$ cat src/rtl/noc_vc_input_buffer_if.sv
// Flit bus between an upstream link and the VC input buffer.
// master = upstream/downstream environment, slave = the buffer itself.
interface noc_vc_input_buffer_if #(
    parameter int VIRTUAL_CHANNELS = 2,
    parameter int FLIT_WIDTH       = 256
);
    logic [VIRTUAL_CHANNELS-1:0] i_valid;
    logic [VIRTUAL_CHANNELS-1:0] o_ready;
    logic [FLIT_WIDTH-1:0]       i_flit;
    logic                        i_tail;
    logic                        o_valid;
    logic                        i_ready;
    logic [FLIT_WIDTH-1:0]       o_flit;
    logic                        o_tail;
    logic [VIRTUAL_CHANNELS-1:0] o_vc;

    modport master (
        output i_valid, i_flit, i_tail, i_ready,
        input  o_ready, o_valid, o_flit, o_tail, o_vc
    );

    modport slave (
        input  i_valid, i_flit, i_tail, i_ready,
        output o_ready, o_valid, o_flit, o_tail, o_vc
    );
endinterface

$ cat src/rtl/noc_vc_input_buffer.sv
// Per-VC flit FIFOs drained by a packet-locked round-robin arbiter.
// Optional macro NOC_VC_INPUT_BUFFER_COUNT_EN exposes per-VC occupancy on o_count.
module noc_vc_input_buffer #(
    parameter int VIRTUAL_CHANNELS = 2,
    parameter int FLIT_WIDTH       = 256,
    parameter int DEPTH            = 4,
    localparam int CW              = $clog2(DEPTH + 1)
) (
    input  logic clk,
    input  logic rst_n,
    noc_vc_input_buffer_if.slave bus
`ifdef NOC_VC_INPUT_BUFFER_COUNT_EN
    ,
    output logic [VIRTUAL_CHANNELS*CW-1:0] o_count
`endif
);
    localparam int PW = (DEPTH > 1) ? $clog2(DEPTH) : 1;
    localparam int VW = (VIRTUAL_CHANNELS > 1) ? $clog2(VIRTUAL_CHANNELS) : 1;

    typedef logic [FLIT_WIDTH:0] entry_t;  // {tail, payload}

    logic [VIRTUAL_CHANNELS-1:0] full, empty, wr_req, wr_en, rd_en;
    entry_t                      head_vc [VIRTUAL_CHANNELS];
    entry_t                      head;
    logic [VW-1:0]               grant_q, grant_d, arb_ptr_q, arb_ptr_d;
    logic                        lock_q, lock_d, hold_q, hold_d;
    logic                        out_valid, handshake;

    function automatic logic [PW-1:0] ptr_inc(input logic [PW-1:0] p);
        return (p == PW'(DEPTH - 1)) ? '0 : p + PW'(1);
    endfunction

    // Only the lowest-index ready requester is written if several collide.
    assign wr_req      = bus.i_valid & ~full;
    assign wr_en       = wr_req & ~(wr_req - VIRTUAL_CHANNELS'(1));
    assign bus.o_ready = ~full;

    for (genvar v = 0; v < VIRTUAL_CHANNELS; v++) begin : g_vc
        entry_t        mem_q [DEPTH];
        logic [PW-1:0] wr_ptr_q, rd_ptr_q;
        logic [CW-1:0] count_q;

        assign full[v]    = (count_q == CW'(DEPTH));
        assign empty[v]   = (count_q == '0);
        assign rd_en[v]   = handshake && (grant_d == VW'(v));
        assign head_vc[v] = mem_q[rd_ptr_q];

        // NOTE: the storage array has no reset; validity is carried by count_q alone.
        always_ff @(posedge clk) begin
            if (wr_en[v]) mem_q[wr_ptr_q] <= {bus.i_tail, bus.i_flit};
        end

        always_ff @(posedge clk or negedge rst_n) begin
            if (!rst_n) begin
                wr_ptr_q <= '0;
                rd_ptr_q <= '0;
                count_q  <= '0;
            end else begin
                if (wr_en[v]) wr_ptr_q <= ptr_inc(wr_ptr_q);
                if (rd_en[v]) rd_ptr_q <= ptr_inc(rd_ptr_q);
                case ({wr_en[v], rd_en[v]})
                    2'b10:   count_q <= count_q + CW'(1);
                    2'b01:   count_q <= count_q - CW'(1);
                    default: count_q <= count_q;
                endcase
            end
        end

`ifdef NOC_VC_INPUT_BUFFER_COUNT_EN
        assign o_count[v*CW +: CW] = count_q;
`endif
    end

    always_comb begin : arb_comb
        logic          found;
        logic [VW-1:0] cand;
        // NOTE: every output of this block gets a default first, so no latches are inferred.
        grant_d   = grant_q;
        lock_d    = lock_q;
        arb_ptr_d = arb_ptr_q;
        found     = 1'b0;
        cand      = '0;
        // A packet in flight or a stalled output keeps the current grant.
        if (!(lock_q || hold_q)) begin
            for (int k = 0; k < VIRTUAL_CHANNELS; k++) begin
                cand = VW'((int'(arb_ptr_q) + k) % VIRTUAL_CHANNELS);
                if (!found && !empty[cand]) begin
                    grant_d = cand;
                    found   = 1'b1;
                end
            end
        end
        head      = head_vc[grant_d];
        out_valid = !empty[grant_d];
        handshake = out_valid && bus.i_ready;
        hold_d    = out_valid && !bus.i_ready;
        if (handshake) begin
            if (head[FLIT_WIDTH]) begin
                lock_d    = 1'b0;
                arb_ptr_d = (grant_d == VW'(VIRTUAL_CHANNELS - 1)) ? '0 : grant_d + VW'(1);
            end else begin
                lock_d = 1'b1;
            end
        end
    end

    assign bus.o_valid = out_valid;
    assign bus.o_flit  = out_valid ? head[FLIT_WIDTH-1:0] : '0;
    assign bus.o_tail  = out_valid && head[FLIT_WIDTH];
    assign bus.o_vc    = out_valid ? (VIRTUAL_CHANNELS'(1) << grant_d) : '0;

    // NOTE: state registers use non-blocking assignments so all flops update together.
    always_ff @(posedge clk or negedge rst_n) begin
        if (!rst_n) begin
            grant_q   <= '0;
            arb_ptr_q <= '0;
            lock_q    <= 1'b0;
            hold_q    <= 1'b0;
        end else begin
            grant_q   <= grant_d;
            arb_ptr_q <= arb_ptr_d;
            lock_q    <= lock_d;
            hold_q    <= hold_d;
        end
    end
endmodule

$ cat src/flat_wrapper.sv
// flat-port wrapper written by rule: the top's interface ports become plain ports
module noc_vc_input_buffer_flat 
#(
    parameter int VIRTUAL_CHANNELS = 2,
    parameter int FLIT_WIDTH       = 256,
    parameter int DEPTH            = 4,
    localparam int CW              = $clog2(DEPTH + 1)
)
  (clk, rst_n, bus_i_valid, bus_i_flit, bus_i_tail, bus_i_ready, bus_o_ready, bus_o_valid, bus_o_flit, bus_o_tail, bus_o_vc);
  noc_vc_input_buffer_if #(.VIRTUAL_CHANNELS(VIRTUAL_CHANNELS), .FLIT_WIDTH(FLIT_WIDTH)) bus_i ();
  input  logic clk;
  input  logic rst_n;
  input wire logic [$bits(bus_i.i_valid)-1:0] bus_i_valid;
  input wire logic [$bits(bus_i.i_flit)-1:0] bus_i_flit;
  input wire logic [$bits(bus_i.i_tail)-1:0] bus_i_tail;
  input wire logic [$bits(bus_i.i_ready)-1:0] bus_i_ready;
  output wire logic [$bits(bus_i.o_ready)-1:0] bus_o_ready;
  output wire logic [$bits(bus_i.o_valid)-1:0] bus_o_valid;
  output wire logic [$bits(bus_i.o_flit)-1:0] bus_o_flit;
  output wire logic [$bits(bus_i.o_tail)-1:0] bus_o_tail;
  output wire logic [$bits(bus_i.o_vc)-1:0] bus_o_vc;
  assign bus_i.i_valid = bus_i_valid;
  assign bus_i.i_flit = bus_i_flit;
  assign bus_i.i_tail = bus_i_tail;
  assign bus_i.i_ready = bus_i_ready;
  assign bus_o_ready = bus_i.o_ready;
  assign bus_o_valid = bus_i.o_valid;
  assign bus_o_flit = bus_i.o_flit;
  assign bus_o_tail = bus_i.o_tail;
  assign bus_o_vc = bus_i.o_vc;
  noc_vc_input_buffer #(.VIRTUAL_CHANNELS(VIRTUAL_CHANNELS), .FLIT_WIDTH(FLIT_WIDTH), .DEPTH(DEPTH)) u_core (.clk(clk), .rst_n(rst_n), .bus(bus_i));
endmodule
$ cat config.mk
export PLATFORM = sky130hd
export DESIGN_NAME = noc_vc_input_buffer_flat
export DESIGN_NICKNAME = d
export VERILOG_FILES = /design/src/rtl/noc_vc_input_buffer_if.sv /design/src/rtl/noc_vc_input_buffer.sv /design/src/flat_wrapper.sv
export SDC_FILE = /design/constraint.sdc
export NUM_CORES = 1
export LEC_CHECK = 0
export ABC_AREA = 0
export BUFFER_PORTS_ARGS = -buffer_cell sky130_fd_sc_hd__buf_2
export CAP_MARGIN = 15
export CORE_MARGIN = 1
export CORE_UTILIZATION = 51
export DETAILED_ROUTE_END_ITERATION = 16
export MAX_ROUTING_LAYER = met4
export PLACE_DENSITY = 0.79
export SETUP_SLACK_MARGIN = 0.1
export SYNTH_ARGS = -nofsm -noshare
export SYNTH_HDL_FRONTEND = slang
export SYNTH_SLANG_ARGS = --single-unit
$ cat constraint.sdc
create_clock -name clk -period 11.5 [get_ports clk]
set_input_delay 1.15 -clock clk [delete_from_list [all_inputs] [get_ports clk]]
set_output_delay 1.15 -clock clk [all_outputs]
set_load 0.01 [all_outputs]
* Word level (Yosys, flattened, before mapping)
Memories as Yosys holds them, arrays and structs flattened.
Cells that the tools add are included.
** Word-level totals
- Register bits after elaboration :: 18
- Bits in writable memories :: 2056
- Input bits :: 262
- Output and inout port bits :: 262
- Word-level logic and storage cells :: 88
- Memories kept :: 2
** Operators by class
- Add/sub/neg operators :: 11
- Order comparisons :: 4
- Equality and inequality tests :: 10
- Shift-type cells :: 1
- Muxes and demuxes :: 28
- Bitwise operators :: 6
- Reductions and logical operators :: 16
** Memories
- u_core.g_vc[0].mem_q :: depth 4, width 257, rd ports 1, clocked after memory_dff 0, wr ports 1, RTL line noc_vc_input_buffer.sv:39 : entry_t mem_q [DEPTH];
- u_core.g_vc[1].mem_q :: depth 4, width 257, rd ports 1, clocked after memory_dff 0, wr ports 1, RTL line noc_vc_input_buffer.sv:39
** Operator list (number)
- 257-bit 2-to-1 mux :: 3
- 256-bit 2-to-1 mux :: 1
- 1-bit 2-to-1 mux :: 17
- 2-bit == test (second input constant) :: 6
- 3-bit case mux with 2 select lines :: 2
- 2-bit 2-to-1 mux :: 5
- 2-bit by 1-bit adder with 2-bit output (second input constant) :: 4
- 3-bit by 1-bit adder with 3-bit output (second input constant) :: 2
- 3-bit == test (second input constant) :: 2
- 1-bit logical AND :: 6
- 3-bit logical NOT :: 2
- 1-bit by 2-bit less-than comparator with 1-bit output (second input constant) :: 3
- 3-bit by 1-bit subtractor with 3-bit output (second input constant) :: 2
- 2-bit bitwise AND :: 2
- 2-bit by 1-bit == test with 1-bit output (second input constant) :: 2
- 1-bit logical NOT :: 4
- 2-bit inverter :: 2
- 2-bit nonzero test :: 2
- 1-bit adder (second input constant) :: 2
- 2-bit >= comparator (second input constant) :: 1
- 1-bit inverter with 2-bit output :: 1
- 2-bit AND reduction :: 1
- 1-bit by 1-bit left shift with 2-bit output (first input constant) :: 1
- 2-bit by 1-bit subtractor with 2-bit output (second input constant) :: 1
- other kinds (2) :: 2

* Logic depth before layout (Yosys ltp)
- Depth after elaboration :: 16
- Gate-level depth with buffers :: 12
- Depth with buffers taken out :: 10

* Worst setup path before layout
OpenSTA, ideal clock, no wires.
- Kind :: input-to-reg
- From :: in bus_i_valid[0]
- To :: mem u_core.g_vc[1].mem_q[0][0] (netlist bit), enable pin
- Library setup time :: 0.651 ns
- Arrival :: 7.497 ns
- Data required time :: 10.849 ns
- Path slack :: 3.352 ns
- Cell stages on the path :: 4
- Path buffers :: 1
- Cell sequence :: nand2_1 and3_1 clkbuf_1 and2_1
** Between the ends
- Word-level cells in the longest chain between the ends :: 6
** RTL lines
- start: declaration :: RTL line flat_wrapper.sv:13 : input wire logic [$bits(bus_i.i_valid)-1:0] bus_i_valid;
- 2-bit bitwise AND :: RTL line noc_vc_input_buffer.sv:34 : assign wr_req = bus.i_valid & ~full;
- 2-bit by 1-bit subtractor with 2-bit output :: RTL line noc_vc_input_buffer.sv:35 : assign wr_en = wr_req & ~(wr_req - VIRTUAL_CHANNELS'(1));
- 2-bit inverter :: RTL line noc_vc_input_buffer.sv:35
- 2-bit bitwise AND :: RTL line noc_vc_input_buffer.sv:35
- 1-bit 2-to-1 mux :: RTL line noc_vc_input_buffer.sv:50 : if (wr_en[v]) mem_q[wr_ptr_q] <= {bus.i_tail, bus.i_flit};
- 1-bit 2-to-1 mux (implied by the code) :: RTL line noc_vc_input_buffer.sv:50
- end: declaration :: RTL line noc_vc_input_buffer.sv:39
No other way between the ends.

* Worst setup path in the final report
- From :: reg u_core.g_vc[0].rd_ptr_q[0]
- To :: out bus_o_flit[159]
** Between the ends
- Word-level cells in the longest chain between the ends :: 5
** RTL lines
- start: declaration :: RTL line noc_vc_input_buffer.sv:40 : logic [PW-1:0] wr_ptr_q, rd_ptr_q;
- start signal: assignment :: RTL line noc_vc_input_buffer.sv:60 : if (rd_en[v]) rd_ptr_q <= ptr_inc(rd_ptr_q);
- memory read 4 x 257 bit
- 257-bit 2-to-1 mux (implied by the code) (3 in a row) :: RTL line noc_vc_input_buffer.sv:93 : head = head_vc[grant_d];
- 256-bit 2-to-1 mux :: RTL line noc_vc_input_buffer.sv:108 : assign bus.o_flit = out_valid ? head[FLIT_WIDTH-1:0] : '0;
- end: declaration :: RTL line flat_wrapper.sv:19 : output wire logic [$bits(bus_i.o_flit)-1:0] bus_o_flit;
No other way between the ends. The select of a mux whose other input is x is not followed.

==> flow_summary.ini <==
[setup_path]
r2r.worst_path.cells = 6
crit_required_ps = 10350
path_cells = buf_4 -> buf_4 -> mux4_2 -> a22o_1 -> buf_2
cp-start-kind = flip-flop
crit_path_end = bus_o_flit[159]
critical-path-slowest-cell = dfrtp_4
cp_max_fo = 42
critPathTopFamily = buffers and inverters
timing.rr.end = u_core.g_vc[1].mem_q[3][239]
arrival_ps = 4720
worstSetupEndpointType = output pin
crit_cells = 5
r2r-start = u_core.g_vc[0].count_q[0]
startpoint = u_core.g_vc[0].rd_ptr_q[0]
worstSetupPathType = reg -> out
cp_slowest_stage_delay_ps = 1040
path_common_cell = buf_4
r2r_setup_slack_ps = 7150
cp_num_buf_inv = 3

[synth]
synth_top_area_cell = edfxtp_1
yosysSeqAreaShare_pct = 80.24
synth_edf_count = 2056
avgSynthCellArea_um2 = 24.90
yosys.area.top_type_share_pct = 79.65
synth.most_common_cell = edfxtp_1
synth_seq_cells = 2074
synthCells = 3113
yosysWarningCount = 0
synth_commonest_cells = edfxtp_1, mux4_2, a22o_1, buf_2, clkbuf_1
synth_cell_types = 36
synth_fp_nets = 3389
yosys-top-cells-area = edfxtp_1, mux4_2, a22o_1
syn_area_um2 = 77510
synth_ff_type = edfxtp_1
async_reset_ff_share_pct = 0.8679

[cts]
clkTransAtPathRegs_ps = 60
cts_max_path_buffers = 3
cts_resized = 0
cts_sinks = 2074
cts_tree = built
insertion_delay_ps = 830
cts_buffers = 199
cts_htree_levels = 4
clock-root-buffer = clkbuf_16
postCtsHoldBufs = 0
postCtsSetupBuffers = 0

[hold_path]
hold_class = in -> async

[global_route]
grt_start_max_net_pins = 132
antenna_found_initial = 62
grt_pass1_vias = 37220
grt_pass1_wl_um = 250600
grt_usage_pct = 23.17
gr-total-overflow = 0

[sta]
slew-limit-headroom_pct = 23.94
post-route-period-util_pct = 51.07
final.min_clock_period_ps = 5873
hold_violations = 0
fin_skew_ps = 68.65
setup_viol = 0
max_freq_ghz = 0.1703
tightest_slew_ps = 1141
tns_ps = 0
rsz0062_at_grt = no
slew_viol_final = 0

[routing]
drc_errors = 0
ant_nets = 0
vias_per_cell = 6.130
dr.pass1.iters = 5
wire_per_inst_um = 29.31
vias = 36540
drt_iter0_markers = 3642
routed_wl_um = 174700

[layout]
multi_input_comb_area_um2 = 14520
nets = 3990
area_growth_pct = 14.80
final_util_pct = 59.20
fill_cells = 10220
regArea_um2 = 62200
drive_gt1_share_pct = 35.68

[job]
drv_cap = 0

[floorplan]
dieArea_um2 = 153500
pin_count = 524
placementRows = 142
die_h_um = 391.8
start_util_pct = 51.57
core_area_um2 = 150300
die_w_um = 391.8

[place]
place.gp.congestion = 0.7892
port_buffers = 523
hpwl_um = 91960

[pwr]
max-vdd-ir-drop_mv = 0.3702
powerDensity_nw_per_um2 = 277.0
power_mw = 24.65
p_leak_nw = 29.04

[outcome]
outcome = complete, no violations
## per-stage QoR
step	hold slack, ps	std cells	setup slack (ps)	area [um^2]
finish	243.3	5961	5627	88980
global route	224.2	5953	5239	88960
CTS	182.5	5901	5412	88830
global placement	511.7	5529	6355	82460
floorplan	489.9	3113	3352	77510
detailed placement	519.4	5529	6350	82460
## cell usage in the layout (no fill, tap or decap), types with 4 or more instances in the layout
cell / n
nor2_1: 7
clkbuf_1: 49
clkbuf_16: 200
a22o_1: 256
clkinv_4: 9
buf_4: 40
bufinv_16: 11
clkinv_1: 51
dfrtp_1: 14
clkinvlp_4: 6
mux4_2: 514
and3_4: 4
nand2_1: 5
and2_4: 4
clkinv_16: 9
inv_1: 16
o21ai_0: 4
buf_2: 523
diode_2: 60
buf_12: 12
dfrtp_4: 4
ha_1: 12
mux2_2: 7
xor2_1: 4
inv_16: 4
edfxtp_1: 2056
clkinv_2: 29
## flip-flops by register name, summed over array words and instances, names as in the netlist
signal                cells
u_core.lock_q             1
u_core.arb_ptr_q          1
u_core.g_vc.count_q       6
u_core.hold_q             1
u_core.g_vc.rd_ptr_q      4
u_core.g_vc.wr_ptr_q      4
u_core.grant_q            1
u_core.g_vc.mem_q      2056
## area by class of cell
cell class                      instances  share of cell area, %
Tap cell                             2016                  2.835
Timing Repair Buffer                  575                  3.549
Clock inverter                        123                  1.330
Antenna cell                           60                 0.1687
Sequential cell                      2074                  69.91
Clock buffer                          249                  5.831
Inverter                               16                0.06749
Multi-Input combinational cell        848                  16.31
## cell families (layout without fill, tap and decap cells)
| logic type | count (synthesis) | in the layout | share of synthesized area [%] |
|---|---|---|---|
| compound gates | 273 | 273 | 3.078 |
| xor+xnor | 6 | 6 | 0.06780 |
| fa+ha+maj | 14 | 14 | 0.2454 |
| buf+inv | 191 | 963 | 1.091 |
| flops | 2074 | 2074 | 80.24 |
| mux | 523 | 523 | 15.06 |
| other cells | 0 | 60 | 0 |
| simple gates | 32 | 32 | 0.2195 |
## power breakdown
part	internal, mW	leakage [nW]	switching, mW
Clock	3.49	3.07	2.83
Combinational	3.46	7.01	4.72
Sequential	9.70	19.0	0.454
Total	16.6	29.0	8.01
## how the worst min path moves through the flow
stage | start | endpoint | slack (ps)
2_1_floorplan | u_core.g_vc[0].count_q[2] | u_core.g_vc[0].count_q[2] | 490
3_3_place_gp | u_core.g_vc[0].count_q[2] | u_core.g_vc[0].count_q[2] | 510
3_5_place_dp | u_core.g_vc[0].count_q[2] | u_core.g_vc[0].count_q[2] | 520
4_1_cts | rst_n | u_core.g_vc[0].count_q[1] | 180
5_1_grt | rst_n | u_core.g_vc[0].count_q[0] | 220
6_report | rst_n | u_core.g_vc[0].count_q[0] | 240
## metal layers
metal | global-route usage, % | routed length (um) | vias to the layer above
li1 | - | - | 14880
met1 | 29.90 | 65810 | 19420
met2 | 36.07 | 87840 | 1910
met3 | 4.858 | 14430 | 333
met4 | 9.759 | 6627 | 0
met5 | - | 0 | -
Note: power is estimated with default switching activity, not from simulation.
